## config.mk

```make
export PLATFORM = sky130hd
export DESIGN_NAME = multiplicador_shift_add_flat
export DESIGN_NICKNAME = d
export VERILOG_FILES = /design/src/rtl/multiplicador_shift_add_pkg.sv /design/src/rtl/multiplicador_shift_add_if.sv /design/src/rtl/multiplicador_shift_add_datapath.sv /design/src/rtl/multiplicador_shift_add.sv /design/src/flat_wrapper.sv
export SDC_FILE = /design/constraint.sdc
export NUM_CORES = 1
export LEC_CHECK = 0
export BUFFER_PORTS_ARGS = -buffer_cell sky130_fd_sc_hd__clkbuf_2
export CAP_MARGIN = 0
export CORE_ASPECT_RATIO = 0.6
export CORE_MARGIN = 4
export CORE_UTILIZATION = 42
export CTS_BUF_LIST = sky130_fd_sc_hd__clkbuf_8
export DETAILED_ROUTE_END_ITERATION = 10
export SYNTH_ARGS = -nofsm -noshare
export SYNTH_HDL_FRONTEND = slang
export SYNTH_SLANG_ARGS = --single-unit
export TNS_END_PERCENT = 50
```

## constraint.sdc

```tcl
create_clock -name Clk -period 5.05 [get_ports Clk]
set_input_delay 0.7575 -clock Clk [delete_from_list [all_inputs] [get_ports Clk]]
set_output_delay 0.7575 -clock Clk [all_outputs]
set_load 0.05 [all_outputs]
```

## src/rtl/multiplicador_shift_add_pkg.sv

```systemverilog
// ============================================================================
// multiplicador_pkg -- shared types and constants for the shift-add multiplier
// Rev 1.0
// ============================================================================
`default_nettype none

package multiplicador_pkg;

  localparam int N_DEF = 4;

  function automatic int cnt_width(input int n);
    return $clog2(n) + 1;
  endfunction

  localparam int CNT_W_DEF = cnt_width(N_DEF);

  typedef enum logic [1:0] {
    IDLE = 2'd0,
    CALC = 2'd1,
    DONE = 2'd2
  } state_t;

endpackage

`default_nettype wire

```

## src/rtl/multiplicador_shift_add_if.sv

```systemverilog
// ============================================================================
// multiplicador_shift_add_if -- start/done handshake and operand/result bus
// Rev 1.0
// ============================================================================
`default_nettype none

interface multiplicador_shift_add_if #(
  parameter int N = multiplicador_pkg::N_DEF
);

  logic           St;
  logic [N-1:0]   Multiplicando;
  logic [N-1:0]   Multiplicador;
  logic           Idle;
  logic           Done;
  logic [2*N-1:0] Produto;

  modport master (
    output St,
    output Multiplicando,
    output Multiplicador,
    input  Idle,
    input  Done,
    input  Produto
  );

  modport slave (
    input  St,
    input  Multiplicando,
    input  Multiplicador,
    output Idle,
    output Done,
    output Produto
  );

endinterface

`default_nettype wire

```

## src/rtl/multiplicador_shift_add_datapath.sv

```systemverilog
// ============================================================================
// multiplicador_datapath -- ACC/MCAND registers, (N+1)-bit adder and shift
// Rev 1.0 -- MULT_RESULT_REG_EN adds a held result register
// ============================================================================
`default_nettype none

module multiplicador_datapath
  import multiplicador_pkg::*;
#(
  parameter int N = N_DEF
) (
  input  wire logic           clk,
  input  wire logic           rst,
  input  wire logic           load_i,
  input  wire logic           step_i,
`ifdef MULT_RESULT_REG_EN
  input  wire logic           latch_i,
`endif
  input  wire logic [N-1:0]   multiplicando_i,
  input  wire logic [N-1:0]   multiplicador_i,
  output logic      [2*N-1:0] produto_o
);

  logic [2*N-1:0] acc_q, acc_d;
  logic [N-1:0]   mcand_q, mcand_d;
  logic [N-1:0]   addend;
  logic [N:0]     sum;

  // The adder carry becomes the new MSB, so the shifted ACC never overflows.
  always_comb begin
    addend  = acc_q[0] ? mcand_q : '0;
    sum     = {1'b0, acc_q[2*N-1:N]} + {1'b0, addend};
    acc_d   = acc_q;
    mcand_d = mcand_q;
    if (load_i) begin
      acc_d   = {{N{1'b0}}, multiplicador_i};
      mcand_d = multiplicando_i;
    end else if (step_i) begin
      acc_d   = {sum, acc_q[N-1:1]};
    end
  end

  always_ff @(posedge clk) begin
    if (rst) begin
      acc_q   <= '0;
      mcand_q <= '0;
    end else begin
      acc_q   <= acc_d;
      mcand_q <= mcand_d;
    end
  end

`ifdef MULT_RESULT_REG_EN
  logic [2*N-1:0] res_q;

  always_ff @(posedge clk) begin
    if (rst) begin
      res_q <= '0;
    end else if (latch_i) begin
      res_q <= acc_d;
    end
  end

  assign produto_o = res_q;
`else
  assign produto_o = acc_q;
`endif

endmodule

`default_nettype wire

```

## src/rtl/multiplicador_shift_add.sv

```systemverilog
// ============================================================================
// multiplicador_shift_add -- sequential NxN shift-add multiplier, Moore FSM
// Rev 1.0 -- optional MULT_RESULT_REG_EN keeps Produto stable during CALC
// ============================================================================
`default_nettype none

module multiplicador_shift_add
  import multiplicador_pkg::*;
#(
  parameter int N = N_DEF
) (
  input  wire logic                  Clk,
  input  wire logic                  Rst,
  multiplicador_shift_add_if.slave   bus
);

  localparam int CW = cnt_width(N);

  state_t        state_q, state_d;
  logic [CW-1:0] cnt_q, cnt_d;
  logic          load;
  logic          step;
  logic          last_step;

  assign last_step = (state_q == CALC) && (cnt_q == CW'(N - 1));

  always_comb begin
    state_d = state_q;
    cnt_d   = cnt_q;
    load    = 1'b0;
    step    = 1'b0;
    case (state_q)
      IDLE: begin
        if (bus.St) begin
          load    = 1'b1;
          cnt_d   = '0;
          state_d = CALC;
        end
      end
      CALC: begin
        step  = 1'b1;
        cnt_d = cnt_q + CW'(1);
        if (last_step) begin
          state_d = DONE;
        end
      end
      DONE: begin
        state_d = IDLE;
      end
      default: begin
        state_d = IDLE;
      end
    endcase
  end

  always_ff @(posedge Clk) begin
    if (Rst) begin
      state_q <= IDLE;
      cnt_q   <= '0;
    end else begin
      state_q <= state_d;
      cnt_q   <= cnt_d;
    end
  end

  multiplicador_datapath #(
    .N (N)
  ) u_datapath (
    .clk             (Clk),
    .rst             (Rst),
    .load_i          (load),
    .step_i          (step),
`ifdef MULT_RESULT_REG_EN
    .latch_i         (last_step),
`endif
    .multiplicando_i (bus.Multiplicando),
    .multiplicador_i (bus.Multiplicador),
    .produto_o       (bus.Produto)
  );

  assign bus.Idle = (state_q == IDLE);
  assign bus.Done = (state_q == DONE);

endmodule

`default_nettype wire

```

## src/flat_wrapper.sv

```systemverilog
// flat-port wrapper written by rule: the top's interface ports become plain ports
module multiplicador_shift_add_flat import multiplicador_pkg::*;
#(
  parameter int N = N_DEF
)
  (Clk, Rst, bus_St, bus_Multiplicando, bus_Multiplicador, bus_Idle, bus_Done, bus_Produto);
  multiplicador_shift_add_if #(.N(N)) bus_i ();
  input  wire logic Clk;
  input  wire logic Rst;
  input wire logic [$bits(bus_i.St)-1:0] bus_St;
  input wire logic [$bits(bus_i.Multiplicando)-1:0] bus_Multiplicando;
  input wire logic [$bits(bus_i.Multiplicador)-1:0] bus_Multiplicador;
  output wire logic [$bits(bus_i.Idle)-1:0] bus_Idle;
  output wire logic [$bits(bus_i.Done)-1:0] bus_Done;
  output wire logic [$bits(bus_i.Produto)-1:0] bus_Produto;
  assign bus_i.St = bus_St;
  assign bus_i.Multiplicando = bus_Multiplicando;
  assign bus_i.Multiplicador = bus_Multiplicador;
  assign bus_Idle = bus_i.Idle;
  assign bus_Done = bus_i.Done;
  assign bus_Produto = bus_i.Produto;
  multiplicador_shift_add #(.N(N)) u_core (.Clk(Clk), .Rst(Rst), .bus(bus_i));
endmodule
```

# Word level (Yosys, flattened, before mapping)
# Index checks and enable logic that the tools add are counted.
# Widths: inputs -> output; s select.
[totals] regBits=17 in_bits=11 output_inout_bits=10 wordCells=30
[classes] addsub=2 eq_ne=5 n_mux=11 n_reduce_logical=7
[op_table] cell="$mux 4" count=3
[op_table] cell="$pmux 3 s2" count=1
[op_table] cell="$add 4x4->5" count=1
[op_table] cell="$mux 2" count=2
[op_table] cell="$pmux 2 s2" count=1
[op_table] cell="$reduce_and 2->1" count=2
[op_table] cell="$reduce_bool 2->1" count=2
[op_table] cell="$add 3x1->3 const B" count=1
[op_table] cell="$eq 3x2->1 const B" count=1
[op_table] cell="$mux 1" count=3
[op_table] cell="$mux 3" count=1
[op_table] cell="$eq 2x1->1 const B" count=1
[op_table] cell="$eq 2x2->1 const B" count=1
[op_table] cell="$logic_not 2->1" count=1
[op_table] cell="$ne 2x1->1 const B" count=1
[op_table] cell="$ne 2x2->1 const B" count=1
[op_table] cell="$reduce_or 2->1" count=1
[op_table] cell="$logic_and 1x1->1" count=1

# Logic depth before layout (Yosys ltp)
[logic_depth] word_depth=4 depth_mapped=6 ltp_nobuf=6

# Hierarchy
# From an unflattened synthesis, not the netlist that was laid out.
[hier_totals] hier_cells=91 hier_area_um2=883.3
[modules_own_cells] mod="multiplicador_datapath" n_inst=1 cells_each=66 area_per_inst_um2=633.1 seq_area_each_um2=240.2
[modules_own_cells] mod="multiplicador_shift_add" n_inst=1 cells_each=25 area_per_inst_um2=250.2 seq_area_each_um2=100.1

# Least setup slack after synthesis
# OpenSTA, ideal clock, no wires.
[synth_path] path_type="reg-to-reg" start="register u_core.u_datapath.acc_q[0] (netlist: u_core.u_datapath.produto_o[0])" end="register u_core.u_datapath.acc_q[7] (netlist: u_core.u_datapath.produto_o[7])" setup_time_ns=0.132 t_arrival_ns=1.783 t_required_ns=4.918 path_slack_ns=3.136 path_stages_with_launch=7 n_path_buf=0 synth_period_minus_slack_ns=1.914 path_cell_list="dfxtp_1 -> and2_1 -> ha_1 -> fa_1 -> a21o_1 -> a21oi_1 -> a2111oi_4"
[synth_via] elab_chain_cells=2
[synth_lines] item="from (decl)" line="multiplicador_shift_add_datapath.sv:24" source="logic [2*N-1:0] acc_q, acc_d;"
[synth_lines] item="from (signal assigned)" line="multiplicador_shift_add_datapath.sv:45" source="acc_q <= '0;"
[synth_lines] item="from (signal assigned)" line="multiplicador_shift_add_datapath.sv:48" source="acc_q <= acc_d;"
[synth_lines] item="$mux 4" line="multiplicador_shift_add_datapath.sv:31" source="addend = acc_q[0] ? mcand_q : '0;"
[synth_lines] item="$add 4x4->5" line="multiplicador_shift_add_datapath.sv:32" source="sum = {1'b0, acc_q[2*N-1:N]} + {1'b0, addend};"
# No other way between the ends.
# A chain may end at the register's enable or synchronous reset.

# Worst setup path after layout
[layout_path] start="register u_core.state_q[0]" end="output bus_Done"
[layout_via] elab_chain_cells=1
[layout_lines] item="from (decl)" line="multiplicador_shift_add.sv:19" source="state_t state_q, state_d;"
[layout_lines] item="from (signal assigned)" line="multiplicador_shift_add.sv:61" source="state_q <= state_d;"
[layout_lines] item="$eq 2x2->1" line="multiplicador_shift_add.sv:82" source="assign bus.Done = (state_q == DONE);"
[layout_lines] item="to (decl)" line="flat_wrapper.sv:14" source="output wire logic [$bits(bus_i.Done)-1:0] bus_Done;"
# No other way between the ends.

==> results.yml <==
clock_tree:
  cts_buffer_depth: 2
  htreeDepth: 1
  path_clk_slew_ns: 0.07
  numCtsBuffers: 3
  cts_tree: "yes"
  cts.sinks: 17
  cts_setup_buffers: 0
  clock-root-buffer: "clkbuf_8"
  cts_hold_buf: 0
  clkLatencyLatePin_ns: 0.26
  post_cts_resized: 0
setup_path:
  cp_num_cells: 2
  ff2ff_path_depth: 6
  timing_worst_setup_path_type: "flop to primary output"
  crit_fanout: 7
  critPathBufInv: 1
  critPathArrivalTime_ns: 1.19
  cp.required_ns: 4.29
  max_stage_delay_ns: 0.46
  worstPathCellList: "and2b_2 > clkbuf_2"
  crit_slowest_cell: "dfxtp_1"
  endpoint_kind: "primary output"
  cp_top_family: "flip-flops"
  crit_path_start_kind: "flop"
synthesis:
  synth_area_leaders: "dfxtp_1 (36%), ha_1 (7.9%), a2111oi_4 (5.8%)"
  synthCells: 92
  ys_async_sr_fraction: 0
  yosys.area_share.simple: 0.2225
  yosysTopAreaCell: "dfxtp_1"
  synth_nets: 110
  synthTopCellsByCount: "dfxtp_1 (17), nand2_1 (13), a21oi_1 (8), ha_1 (6)"
  yosysSeqAreaShare: 0.3603
  synth-edff-count: 0
  synth_top_family_by_area: "compound AO/OA/AOI/OAI gates"
  syn_area_um2: 944.7
  synth_fa_ha_area_frac: 0.1007
  ys_warn_count: 0
  synth.avg_cell_area_um2: 10.27
  ys.flop_type: "dfxtp_1"
  yosysMostFrequentCell: "dfxtp_1"
  synth_top_area_share: 0.3603
  synth_cell_types: 34
  synth_compound_area_frac: 0.2278
  ys_seq_elements: 17
  synthMuxAreaShare: 0.02119
  synth-xor-area-share: 0.009272
timing:
  hold_viol: 0
  fin_skew_ns: 0.002435
  fin_crit_ns: 1.945
  finalCritPeriodShare: 0.3851
  grt_setup_unrepaired: "false"
  slew_headroom: 0.3007
  tns_ns: 0
  setup_viol: 0
  worst_pin_slew_ns: 1.044
  fmax_ghz: 0.5142
  slew_viol_final: 0
finish:
  nFillCells: 207
  diodes: 0
  regArea_um2: 340.3
  syn_to_final_growth_pct: 13.77
  drive_gt1_frac: 0.3604
  multi_input_area_um2: 549.3
  fin_nets: 130
  final_cells: 139
drt:
  drt-wirelength-per-cell_um: 13.12
  routed.top_layer: "met4"
  drtIter0Drc: 29
  ant_nets: 0
  route.met2.wl_um: 835
  m1WireLength_um: 901
  firstDrtPassIters: 4
  drt-total-wl_mm: 1.824
  via_count: 714
  viasPerCell: 5.137
  dr_wl_met3_um: 73
  drc: 0
floorplan:
  start_util: 0.4766
  die_h_um: 44.74
  rows: 12
  die_w_um: 69.23
  io_pins: 21
  core_area_um2: 1982
  die-area_um2: 3097
run_status:
  status: "finished clean"
global_route:
  grt_pass1_vias: 694
  grt-ovfl-total: 0
  grt_max_degree: 20
  grt_usage: 0.1275
  grt_pass1_wl_mm: 3.056
  antenna_found_initial: 0
power:
  power.density_nw_per_um2: 285.9
  ir_worst_vdd_mv: 0.1706
  leakage_nw: 0.4479
placed_design:
  dp_hpwl_mm: 1.423
  portBuffers: 20
  place.gp.congestion: 0.6870
  placed_cells: 135
min_path:
  hp-class: "flop to flop"
  min_delay_path_depth: 2
flow_run:
  max_cap_violations: 0
-- state kept, by name, indices dropped and copies added (netlist names) --
name / cells
u_core.state_q: 2
u_core.u_datapath.mcand_q: 4
u_core.u_datapath.produto_o: 8
u_core.cnt_q: 3
-- layer usage --
metal,vias up,GRT usage
met3,2,0.04667
met4,0,0.02335
met5,-,0
met2,11,0.2140
li1,361,-
met1,340,0.1617
-- cell families after synthesis --
family / count (synthesis)
and+or+nand+nor: 37
adders and majority gates: 7
AOI/OAI and AO/OA: 22
xor gates and xnor gates: 1
buffers and inverters: 6
muxes: 2
DFF: 17
-- layout make-up --
type | instances | share of cell area
multi-input cells | 69 | 0.5111
flip-flops and latches | 17 | 0.3166
clock buffers | 3 | 0.03842
well taps | 28 | 0.03260
inverters | 1 | 0.003492
repair buffers | 20 | 0.09313
clock inverters | 1 | 0.004657
-- cells in the final DEF, fill, tap and decap left out, types with 2 or more instances in the layout --
master and count:
a21oi_2 4, nand2_1 13, a2111oi_4 2, and2_1 4, dfxtp_1 17, clkbuf_8 3
nand3_1 4, clkbuf_2 20, a21oi_1 8, nor2_1 4, mux2i_1 2, ha_1 6
a22oi_2 4
-- report_power, final --
part / switching [mW] / total (mW) / internal, mW
sequential: 0.00596 / 0.147 / 0.141
clock: 0.0487 / 0.104 / 0.0548
combinational: 0.0385 / 0.0570 / 0.0186
-- worst min-delay path, delay by kind of cell (launching register included) --
kind / cells / cell delay, ns
AND/OR/NAND/NOR: 1 / 0.05
AO/OA/AOI/OAI: 1 / 0.05
flip-flops: 1 / 0.31
-- final timing paths --
| check | startpoint | slack, ns | endpoint |
|---|---|---|---|
| max | u_core.state_q[0]$_SDFFE_PP0P_ | 3.11 | bus_Done |
| min | u_core.u_datapath.mcand_q[3]$_SDFFE_PP0P_ | 0.46 | u_core.u_datapath.mcand_q[3]$_SDFFE_PP0P_ |
| max reg2reg | u_core.u_datapath.produto_o[0]$_SDFFE_PP0P_ | 3.23 | u_core.u_datapath.produto_o[7]$_SDFFE_PP0P_ |
| min reg2reg | u_core.u_datapath.mcand_q[3]$_SDFFE_PP0P_ | 0.46 | u_core.u_datapath.mcand_q[3]$_SDFFE_PP0P_ |
-- through the flow --
step / power, mW / setup WS [ns] / utilization / hold WS, ns / instance area, um2
3_3_place_gp: 0.2063 / 2.999 / 0.5189 / 0.4398 / 1028
5_1_grt: 0.3199 / 3.060 / 0.5423 / 0.4806 / 1075
3_5_place_dp: 0.2076 / 2.999 / 0.5189 / 0.4468 / 1028
2_1_floorplan: 0.1982 / 3.136 / - / 0.4317 / 944.7
6_report: 0.3073 / 3.105 / 0.5423 / 0.4557 / 1075
4_1_cts: 0.3102 / 3.102 / 0.5423 / 0.4564 / 1075
Power figures use the tool's default switching activity.
